**src/rtl/cache_fill_ctrl.sv**
```systemverilog
// rtl/cache_fill_ctrl.sv - 2-way L1 metadata/fill controller: tag compare, LRU update, 8-word line fill
module cache_fill_ctrl #(
    parameter int TAG_W = 6,
    parameter int IDX_W = 6,
    parameter int WORDS = 8
) (
    input  logic                          clk,
    input  logic                          rst,
    input  logic                          req,
    input  logic [15:0]                   req_addr,
    output logic                          busy,
    output logic                          done,
    output logic                          hit,
    output logic [(2**IDX_W)-1:0]         meta_set_en,
    output logic [TAG_W+1:0]              meta_din,
    output logic                          meta_we0,
    output logic                          meta_we1,
    input  logic [TAG_W+1:0]              meta_dout0,
    input  logic [TAG_W+1:0]              meta_dout1,
    output logic                          mem_en,
    output logic [TAG_W+IDX_W+$clog2(WORDS):0] mem_addr,
    input  logic [15:0]                   mem_rdata,
    input  logic                          mem_valid,
    output logic                          data_we,
    output logic                          data_way,
    output logic [WORDS-1:0]              data_word_en,
    output logic [15:0]                   data_wdata
);
    localparam int SETS = 2**IDX_W;
    localparam int WB   = $clog2(WORDS);
    localparam logic [WB:0]   N_WORDS   = (WB+1)'(WORDS);
    localparam logic [WB-1:0] LAST_WORD = WB'(WORDS - 1);

    typedef enum logic [2:0] {
        S_IDLE, S_CMP, S_LRU, S_FILL, S_MV, S_ML, S_DONE
    } state_t;

    state_t             state, state_nx;
    logic [TAG_W-1:0]   tag_q;
    logic [IDX_W-1:0]   idx_q;
    logic [TAG_W+1:0]   way0_q;
    logic               hitway_q;
    logic               victim_q;
    logic [WB:0]        issue_cnt;
    logic [WB:0]        recv_cnt;

    logic hit0, hit1, victim;

    // way-1 LRU bit carries no information; way-0 holds the set's LRU state
    logic unused_lru1;
    assign unused_lru1 = meta_dout1[TAG_W];

    assign hit0   = meta_dout0[TAG_W+1] && (meta_dout0[TAG_W-1:0] == tag_q);
    assign hit1   = meta_dout1[TAG_W+1] && (meta_dout1[TAG_W-1:0] == tag_q);
    assign victim = !meta_dout0[TAG_W+1] ? 1'b0 :
                    !meta_dout1[TAG_W+1] ? 1'b1 : !meta_dout0[TAG_W];

    always_ff @(posedge clk or negedge rst) begin
        if (!rst) begin
            state     <= S_IDLE;
            tag_q     <= '0;
            idx_q     <= '0;
            way0_q    <= '0;
            hitway_q  <= 1'b0;
            victim_q  <= 1'b0;
            issue_cnt <= '0;
            recv_cnt  <= '0;
        end else begin
            state <= state_nx;
            case (state)
                S_IDLE: begin
                    if (req) begin
                        tag_q <= req_addr[15:16-TAG_W];
                        idx_q <= req_addr[15-TAG_W:16-TAG_W-IDX_W];
                    end
                end
                S_CMP: begin
                    way0_q    <= meta_dout0;
                    hitway_q  <= !hit0;
                    victim_q  <= victim;
                    issue_cnt <= '0;
                    recv_cnt  <= '0;
                end
                S_FILL: begin
                    if (issue_cnt < N_WORDS) issue_cnt <= issue_cnt + 1'b1;
                    if (mem_valid)           recv_cnt  <= recv_cnt + 1'b1;
                end
                default: ;
            endcase
        end
    end

    always_comb begin
        state_nx     = state;
        busy         = (state != S_IDLE);
        done         = 1'b0;
        hit          = 1'b0;
        meta_set_en  = (state != S_IDLE) ? (SETS'(1) << idx_q) : '0;
        meta_din     = '0;
        meta_we0     = 1'b0;
        meta_we1     = 1'b0;
        mem_en       = 1'b0;
        mem_addr     = '0;
        data_we      = 1'b0;
        data_way     = 1'b0;
        data_word_en = '0;
        data_wdata   = '0;
        case (state)
            S_IDLE: if (req) state_nx = S_CMP;
            S_CMP:  state_nx = (hit0 || hit1) ? S_LRU : S_FILL;
            S_LRU: begin
                meta_we0 = 1'b1;
                meta_din = {way0_q[TAG_W+1], hitway_q, way0_q[TAG_W-1:0]};
                done     = 1'b1;
                hit      = 1'b1;
                state_nx = S_IDLE;
            end
            S_FILL: begin
                if (issue_cnt < N_WORDS) begin
                    mem_en   = 1'b1;
                    mem_addr = {tag_q, idx_q, issue_cnt[WB-1:0], 1'b0};
                end
                if (mem_valid) begin
                    data_we      = 1'b1;
                    data_way     = victim_q;
                    data_word_en = WORDS'(1) << recv_cnt[WB-1:0];
                    data_wdata   = mem_rdata;
                    if (recv_cnt[WB-1:0] == LAST_WORD) state_nx = S_MV;
                end
            end
            S_MV: begin
                meta_din = {1'b1, 1'b0, tag_q};
                meta_we0 = !victim_q;
                meta_we1 = victim_q;
                state_nx = victim_q ? S_ML : S_DONE;
            end
            // way1 just became MRU, so way0 is now the victim
            S_ML: begin
                meta_we0 = 1'b1;
                meta_din = {way0_q[TAG_W+1], 1'b1, way0_q[TAG_W-1:0]};
                state_nx = S_DONE;
            end
            S_DONE: begin
                done     = 1'b1;
                state_nx = S_IDLE;
            end
            default: state_nx = S_IDLE;
        endcase
    end
endmodule

```
**config.mk**
```make
export PLATFORM = sky130hd
export DESIGN_NAME = cache_fill_ctrl
export DESIGN_NICKNAME = d
export VERILOG_FILES = /design/src/rtl/cache_fill_ctrl.sv
export SDC_FILE = /design/constraint.sdc
export NUM_CORES = 1
export LEC_CHECK = 0
export ABC_AREA = 1
export CAP_MARGIN = 25
export CORE_MARGIN = 3
export CORE_UTILIZATION = 45
export CTS_BUF_LIST = sky130_fd_sc_hd__clkbuf_4 sky130_fd_sc_hd__clkbuf_8
export CTS_CLUSTER_SIZE = 30
export DETAILED_ROUTE_END_ITERATION = 8
export DONT_BUFFER_PORTS = 1
export GPL_TIMING_DRIVEN = 0
export PLACE_DENSITY = 0.71
export SETUP_SLACK_MARGIN = 0.2
export SLEW_MARGIN = 10
export SYNTH_ARGS = -nofsm -noshare
export SYNTH_HDL_FRONTEND = slang
export SYNTH_SLANG_ARGS = --single-unit
```
**constraint.sdc**
```tcl
create_clock -name clk -period 2.2 [get_ports clk]
set_input_delay 0.33 -clock clk [delete_from_list [all_inputs] [get_ports clk]]
set_output_delay 0.33 -clock clk [all_outputs]
set_load 0.01 [all_outputs]
```
==> flow_metrics.py, run 1 <==
metrics = {
    "detailed_routing": {
        "dr.first_iter.drc_count": 168,
        "drtPass1Iterations": 4,
        "wl_per_cell_um": 16.0,
        "ant_nets": 0,
        "viasPerCell": 5.53,
        "vias": 2785,
        "totalWireLength_um": 8050,
        "drc": 0,
    },
    "global_route": {
        "grt_first_pass_wirelength_um": 11400,
        "gr-total-overflow": 0,
        "grt_max_degree": 32,
        "grt_usage_pct": 21.7,
        "antenna_found_initial": 0,
        "grt_pass1_vias": 2489,
    },
    "placement": {
        "io_buffers": 0,
        "gp_congestion": 0.824,
        "dpl_worst_slack_ns": 0.182,
        "dpl.hpwl_um": 5920,
    },
    "timing": {
        "min_period_ns": 2.04,
        "finalClockSkew_ns": 0.00535,
        "final_max_slew_viol_count": 0,
        "grt_setup_unrepaired": "yes",
        "max_freq_mhz": 489,
        "finalHoldViolCount": 0,
        "period_share_pct": 92.9,
        "finalWorstSetupSlack_ns": 0.156,
        "setup_viol": 0,
        "finalSetupTns_ns": 0,
    },
    "floorplan": {
        "rows": 26,
        "start_util_pct": 48.5,
        "fp.dieH_um": 81.8,
        "pin_count": 172,
        "core_um2": 5340,
        "die_x_um": 81.8,
        "die_area_um2": 6690,
    },
    "critical_path": {
        "crit_path_max_fanout": 10,
        "arrival_ns": 1.71,
        "worstSetupStartpointType": "flip-flop",
        "reg2reg_depth": 6,
        "required_ns": 1.87,
        "setup.worst_path.class": "flip-flop to primary output",
        "cp-end-kind": "primary output",
    },
    "final_layout": {
        "nFillCells": 509,
        "utilization_pct": 58.6,
        "layout-drive-gt1-share_pct": 30.4,
        "area_growth_syn_to_layout_pct": 21.0,
        "n_antenna_cell": 0,
        "nets": 492,
    },
    "synthesis": {
        "ys_seq_area_share_pct": 30.0,
        "synth_area_um2": 2580,
        "syn-instance-count": 414,
        "synth_cell_types": 29,
        "synth-seq-cells": 31,
        "synth_area_per_cell_um2": 6.24,
        "synth_nets": 473,
        "ys_warn_count": 0,
    },
    "hold_path": {
        "holdPathStages": 2,
        "worstHoldPathType": "input pin to flip-flop",
    },
    "clock_tree": {
        "clk_pin_slew_ns": 0.06,
        "htree_levels": 2,
        "cts.sinks": 31,
        "clock_path_buffers": 2,
        "cts_buffers": 5,
        "cts_tree": "built",
        "clkLatencyLatePin_ns": 0.28,
        "root_buffer": "clkbuf_8",
    },
    "power_and_ir_drop": {
        "leakage_nw": 1.39,
        "peakVddDrop_uv": 684,
        "p_per_area_nw_per_um2": 1350,
    },
    "outcome": {
        "status": "finished, final reports clean",
    },
    "run": {
        "drv_cap": 0,
    },
}
==> through the flow <==
step	total power (W)	std cells	hold WS [ns]	area (um2)
2_1_floorplan	0.00281	414	0.0344	2580
3_3_place_gp	0.00323	484	0.0352	2670
3_5_place_dp	0.00330	484	0.0353	2670
4_1_cts	0.00397	498	0.173	2960
5_1_grt	0.00458	504	0.188	3130
6_report	0.00423	504	0.175	3130
==> state kept, by name, summed over array words and instances (netlist names) <==
| register | count |
|---|---|
| idx_q | 6 |
| issue_cnt | 4 |
| way0_q | 7 |
| recv_cnt | 3 |
| victim_q | 1 |
| state | 3 |
| tag_q | 6 |
| hitway_q | 1 |
==> synth_stat cells, drive strengths merged <==
| library cell | n | area, um2 |
|---|---|---|
| nand3 | 14 | 70.1 |
| conb | 1 | 3.75 |
| nand2 | 85 | 334 |
| nand4 | 25 | 156 |
| buf | 19 | 116 |
| dfrtp | 31 | 776 |
| o21ai | 21 | 105 |
| a21boi | 1 | 7.51 |
| clkbuf | 5 | 18.8 |
| inv | 47 | 176 |
| nor2 | 125 | 554 |
| ha | 7 | 87.6 |
| nor3 | 9 | 45.0 |
| o21bai | 1 | 7.51 |
| a21oi | 16 | 87.6 |
| clkinv | 2 | 7.51 |
| or2 | 1 | 6.26 |
| nor4 | 1 | 6.26 |
| o22ai | 3 | 18.8 |
==> cells in the final DEF, fill, tap and decap left out, types with 2 or more instances in the layout <==
cell type and n:
nand3_1 14, nand2_2 2, clkbuf_4 4, o22ai_1 3
nor2_4 13, nand2_1 81, clkbuf_1 5, o21ai_1 5
clkbuf_8 7, buf_2 10, nand2_4 2, inv_2 5
a21oi_2 2, nor2_2 59, nor2_1 53, buf_12 2
buf_4 12, o21ai_0 15, a21oi_1 14, clkinv_1 2
inv_1 42, ha_1 7, nand4_1 25, dfrtp_2 2
nor3_2 8, dfrtp_1 29
==> report_power, final <==
part / switching [W] / internal, W
registers: 0.000200 / 0.000824
clock network: 0.000214 / 0.000298
logic: 0.00191 / 0.000780
==> logic make-up after synthesis <==
group | synth area share (%)
AO/OA/AOI/OAI | 8.76
adder cells (fa/ha/maj) | 3.39
buffers and inverters | 12.3
flip-flops | 30.0
other | 0.145
AND/OR/NAND/NOR | 45.4
==> metal layers <==
layer  vias up  share of wire (%)  global-route usage, %
met4         0                1.4                   7.48
met2       142                 50                   37.6
li1       1348                  -                      -
met3        12                9.4                   5.37
met5         -                  0                      0
met1      1283                 39                   26.0
==> layout make-up <==
| class | instances | area [um2] | area share [%] |
|---|---|---|---|
| Multi-Input combinational cell | 310 | 1700 | 54.4 |
| Sequential cell | 31 | 778 | 24.9 |
| Inverter | 49 | 184 | 5.88 |
| Buffer | 24 | 151 | 4.84 |
| Timing Repair Buffer | 12 | 120 | 3.84 |
| Clock buffer | 8 | 104 | 3.32 |
| Tap cell | 70 | 87.6 | 2.80 |
==> timing repair <==
action	in CTS	in global routing
hold buffers	2	0
endpoints found under the setup margin	90	102
cloned	0	2
pin swaps	0	0
buffers inserted	4	4
endpoints found under the hold margin	31	0
gates resized for setup	43	41
==> worst max-delay path, cell delays in order, from the launching register on <==
cell and delay [ns]:
dfrtp_1 0.38, inv_2 0.07, buf_4 0.15, nand2_2 0.15, nand2_1 0.18, buf_2 0.24
nor2_1 0.26
==> final timing paths <==
| path | slack, ns | startpoint | endpoint |
|---|---|---|---|
| worst max-delay path | 0.16 | state[2]$_DFFE_PN0P_ | meta_set_en[7] |
| worst min-delay path | 0.17 | meta_dout0[5] | way0_q[5]$_DFFE_PN0P_ |
| worst max register to register | 0.61 | state[2]$_DFFE_PN0P_ | idx_q[3]$_DFFE_PN0P_ |
| worst min register to register | 0.47 | way0_q[5]$_DFFE_PN0P_ | way0_q[5]$_DFFE_PN0P_ |
| max in group asynchronous | 1.53 | rst | state[0]$_DFFE_PN0P_ |
| min in group asynchronous | 0.49 | rst | tag_q[1]$_DFFE_PN0P_ |
Note: power is estimated with default switching activity, not from simulation.
==> run 2, diff against run 1 <==
--- a/config.mk
+++ b/config.mk
@@ -15,6 +15,7 @@
 export DONT_BUFFER_PORTS = 1
 export GPL_TIMING_DRIVEN = 0
 export PLACE_DENSITY = 0.71
+export REMOVE_ABC_BUFFERS = 1
 export SETUP_SLACK_MARGIN = 0.2
 export SLEW_MARGIN = 10
 export SYNTH_ARGS = -nofsm -noshare
==> run 2 against run 1 <==
Net effect: cell count down 3.4%; routed wire length down 7.5%; clock power down 10%; largest cell class unchanged.
==> flow_metrics.py, run 2 (same netlist as run 1, synthesis figures left out) <==
metrics = {
    "global_route": {
        "grt_max_degree": 33,
        "antenna_found_initial": 0,
        "grt_first_pass_wirelength_um": 11200,
        "grt_usage_pct": 21.8,
        "grt_pass1_vias": 2258,
        "gr-total-overflow": 0,
    },
    "floorplan": {
        "start_util_pct": 48.5,
        "pin_count": 172,
        "die_x_um": 81.8,
        "rows": 26,
        "fp.dieH_um": 81.8,
        "die_area_um2": 6690,
        "core_um2": 5340,
    },
    "critical_path": {
        "cp-end-kind": "primary output",
        "r2r_slack_ns": 0.58,
        "cpMaxStageDelayCell": "dfrtp_1",
        "worstSetupStartpointType": "flip-flop",
        "setup.worst_path.class": "flip-flop to primary output",
        "rr_startpoint": "state[2]$_DFFE_PN0P_",
        "required_ns": 1.87,
        "cp_cell_sequence": "inv_2 > nand2_4 > nor2_4 > inv_6 > or2_4 > buf_12 > nor2_4",
        "arrival_ns": 1.62,
        "reg2reg_depth": 10,
        "r2r-end": "issue_cnt[2]$_DFFE_PN0P_",
        "crit_path_max_fanout": 11,
        "critical_path_buf_inv_count": 3,
        "cp_slowest_stage_delay_ns": 0.39,
        "crit_family": "simple AND/OR/NAND/NOR gates",
        "crit_cells": 7,
        "path_common_cell": "nor2_4",
    },
    "run": {
        "drv_cap": 0,
    },
    "detailed_routing": {
        "vias": 2657,
        "totalWireLength_um": 7450,
        "drtPass1Iterations": 5,
        "viasPerCell": 5.46,
        "ant_nets": 0,
        "dr.first_iter.drc_count": 147,
        "wl_per_cell_um": 15.3,
        "drc": 0,
    },
    "clock_tree": {
        "root_buffer": "clkbuf_8",
        "clk_pin_slew_ns": 0.07,
        "cts_tree": "built",
        "clkLatencyLatePin_ns": 0.29,
        "clock_path_buffers": 2,
        "cts_buffers": 5,
        "htree_levels": 2,
        "cts.sinks": 31,
    },
    "final_layout": {
        "multi_input_area_um2": 1640,
        "final_common_cell": "nor2_1",
        "nFillCells": 548,
        "stdcell_count": 487,
        "nets": 476,
        "fin_area_um2": 2980,
        "area_growth_syn_to_layout_pct": 15.2,
        "top_register": "way0_q",
        "n_antenna_cell": 0,
        "largestRegisters": "way0_q x7, idx_q x6, tag_q x6",
        "layout_common_cells": "nor2_1 (102), nand2_1 (78), inv_1 (41), dfrtp_1 (26), nand4_1 (25)",
        "layout-drive-gt1-share_pct": 19.7,
        "ff_latch_area_um2": 782,
        "largest_reg_flops": 7,
    },
    "power_and_ir_drop": {
        "p_per_area_nw_per_um2": 1360,
        "leakage_nw": 1.36,
        "finalPower_w": 0.00404,
        "peakVddDrop_uv": 666,
    },
    "timing": {
        "max_freq_mhz": 514,
        "finalSetupTns_ns": 0,
        "min_period_ns": 1.95,
        "period_share_pct": 88.4,
        "grt_setup_unrepaired": "yes",
        "setup_viol": 0,
        "whs_ns": 0.167,
        "finalHoldViolCount": 0,
        "finalClockSkew_ns": 0.00637,
        "final_max_slew_viol_count": 0,
    },
    "hold_path": {
        "holdPathStages": 2,
        "worstHoldPathType": "input pin to flip-flop",
        "holdPathEnd": "way0_q[5]$_DFFE_PN0P_",
        "hp-start": "meta_dout0[5]",
    },
    "outcome": {
        "status": "finished, final reports clean",
    },
    "placement": {
        "io_buffers": 0,
        "dpl.hpwl_um": 5250,
        "place_inst": 460,
        "postPlaceCellArea_um2": 2540,
        "gp_congestion": 0.849,
    },
}
[run 2: cell count changes in the layout (fill, tap and decap cells not counted), moves of 3 or more]
cell and delta:
buf_2 -10, clkbuf_1 -5, dfrtp_2 +3, o21ai_1 +5
nand2_1 -3, clkinv_2 +3, nor2_2 -49, o21ai_0 -5
dfrtp_1 -3, clkbuf_4 -4, nor2_1 +49
[run 2: metal layers]
| metal | up-vias | part of all wire [%] | track usage, % |
|---|---|---|---|
| li1 | 1307 | - | - |
| met5 | - | 0 | 0 |
| met2 | 136 | 49 | 37.2 |
| met1 | 1205 | 40 | 27.3 |
| met3 | 9 | 9.8 | 5.70 |
| met4 | 0 | 1.2 | 5.48 |
[run 2: repair_timing]
item                       CTS  global route
setup endpoints to repair   95           103
hold buffers                 2             0
setup buffers               10             6
pin swaps                    2             2
hold endpoints to repair    31             0
gates cloned                 2             0
gates resized for setup     31            22
[run 2: where the power goes]
group	leakage [nW]	internal, W	switching (W)	total (W)
Clock	0.0470	0.000245	0.000216	0.000461
Sequential	0.367	0.000828	0.000268	0.00110
Combinational	0.948	0.000729	0.00175	0.00248
[run 2: through the flow]
| stage | setup slack [ns] | utilization, % |
|---|---|---|
| global placement | -0.428 | 47.6 |
| CTS | 0.155 | 53.9 |
| finish | 0.254 | 55.8 |
| detailed placement | 0.00258 | 47.6 |
| global route | 0.172 | 55.8 |
| floorplan | 0.0249 | - |
[run 2: final cells by class]
cell class / count / area share, %
Multi-Input combinational cell: 311 / 55.2
Inverter: 49 / 6.55
Clock buffer: 6 / 2.77
Timing Repair inverter: 1 / 0.126
Tap cell: 70 / 2.94
Sequential cell: 31 / 26.3
Timing Repair Buffer: 18 / 6.01
Clock inverter: 1 / 0.168
[run 2: worst max-delay path by stage]
stage                          from  slack [ns]                        to
3_5_place_dp   state[0]$_DFFE_PN0P_       0.003           meta_set_en[23]
3_3_place_gp   state[2]$_DFFE_PN0P_       -0.43  issue_cnt[1]$_DFFE_PN0P_
2_1_floorplan  state[2]$_DFFE_PN0P_        0.02                    mem_en
5_1_grt        state[2]$_DFFE_PN0P_        0.17              mem_addr[11]
4_1_cts        state[0]$_DFFE_PN0P_        0.16               meta_din[2]
6_report       state[2]$_DFFE_PN0P_        0.25              mem_addr[11]
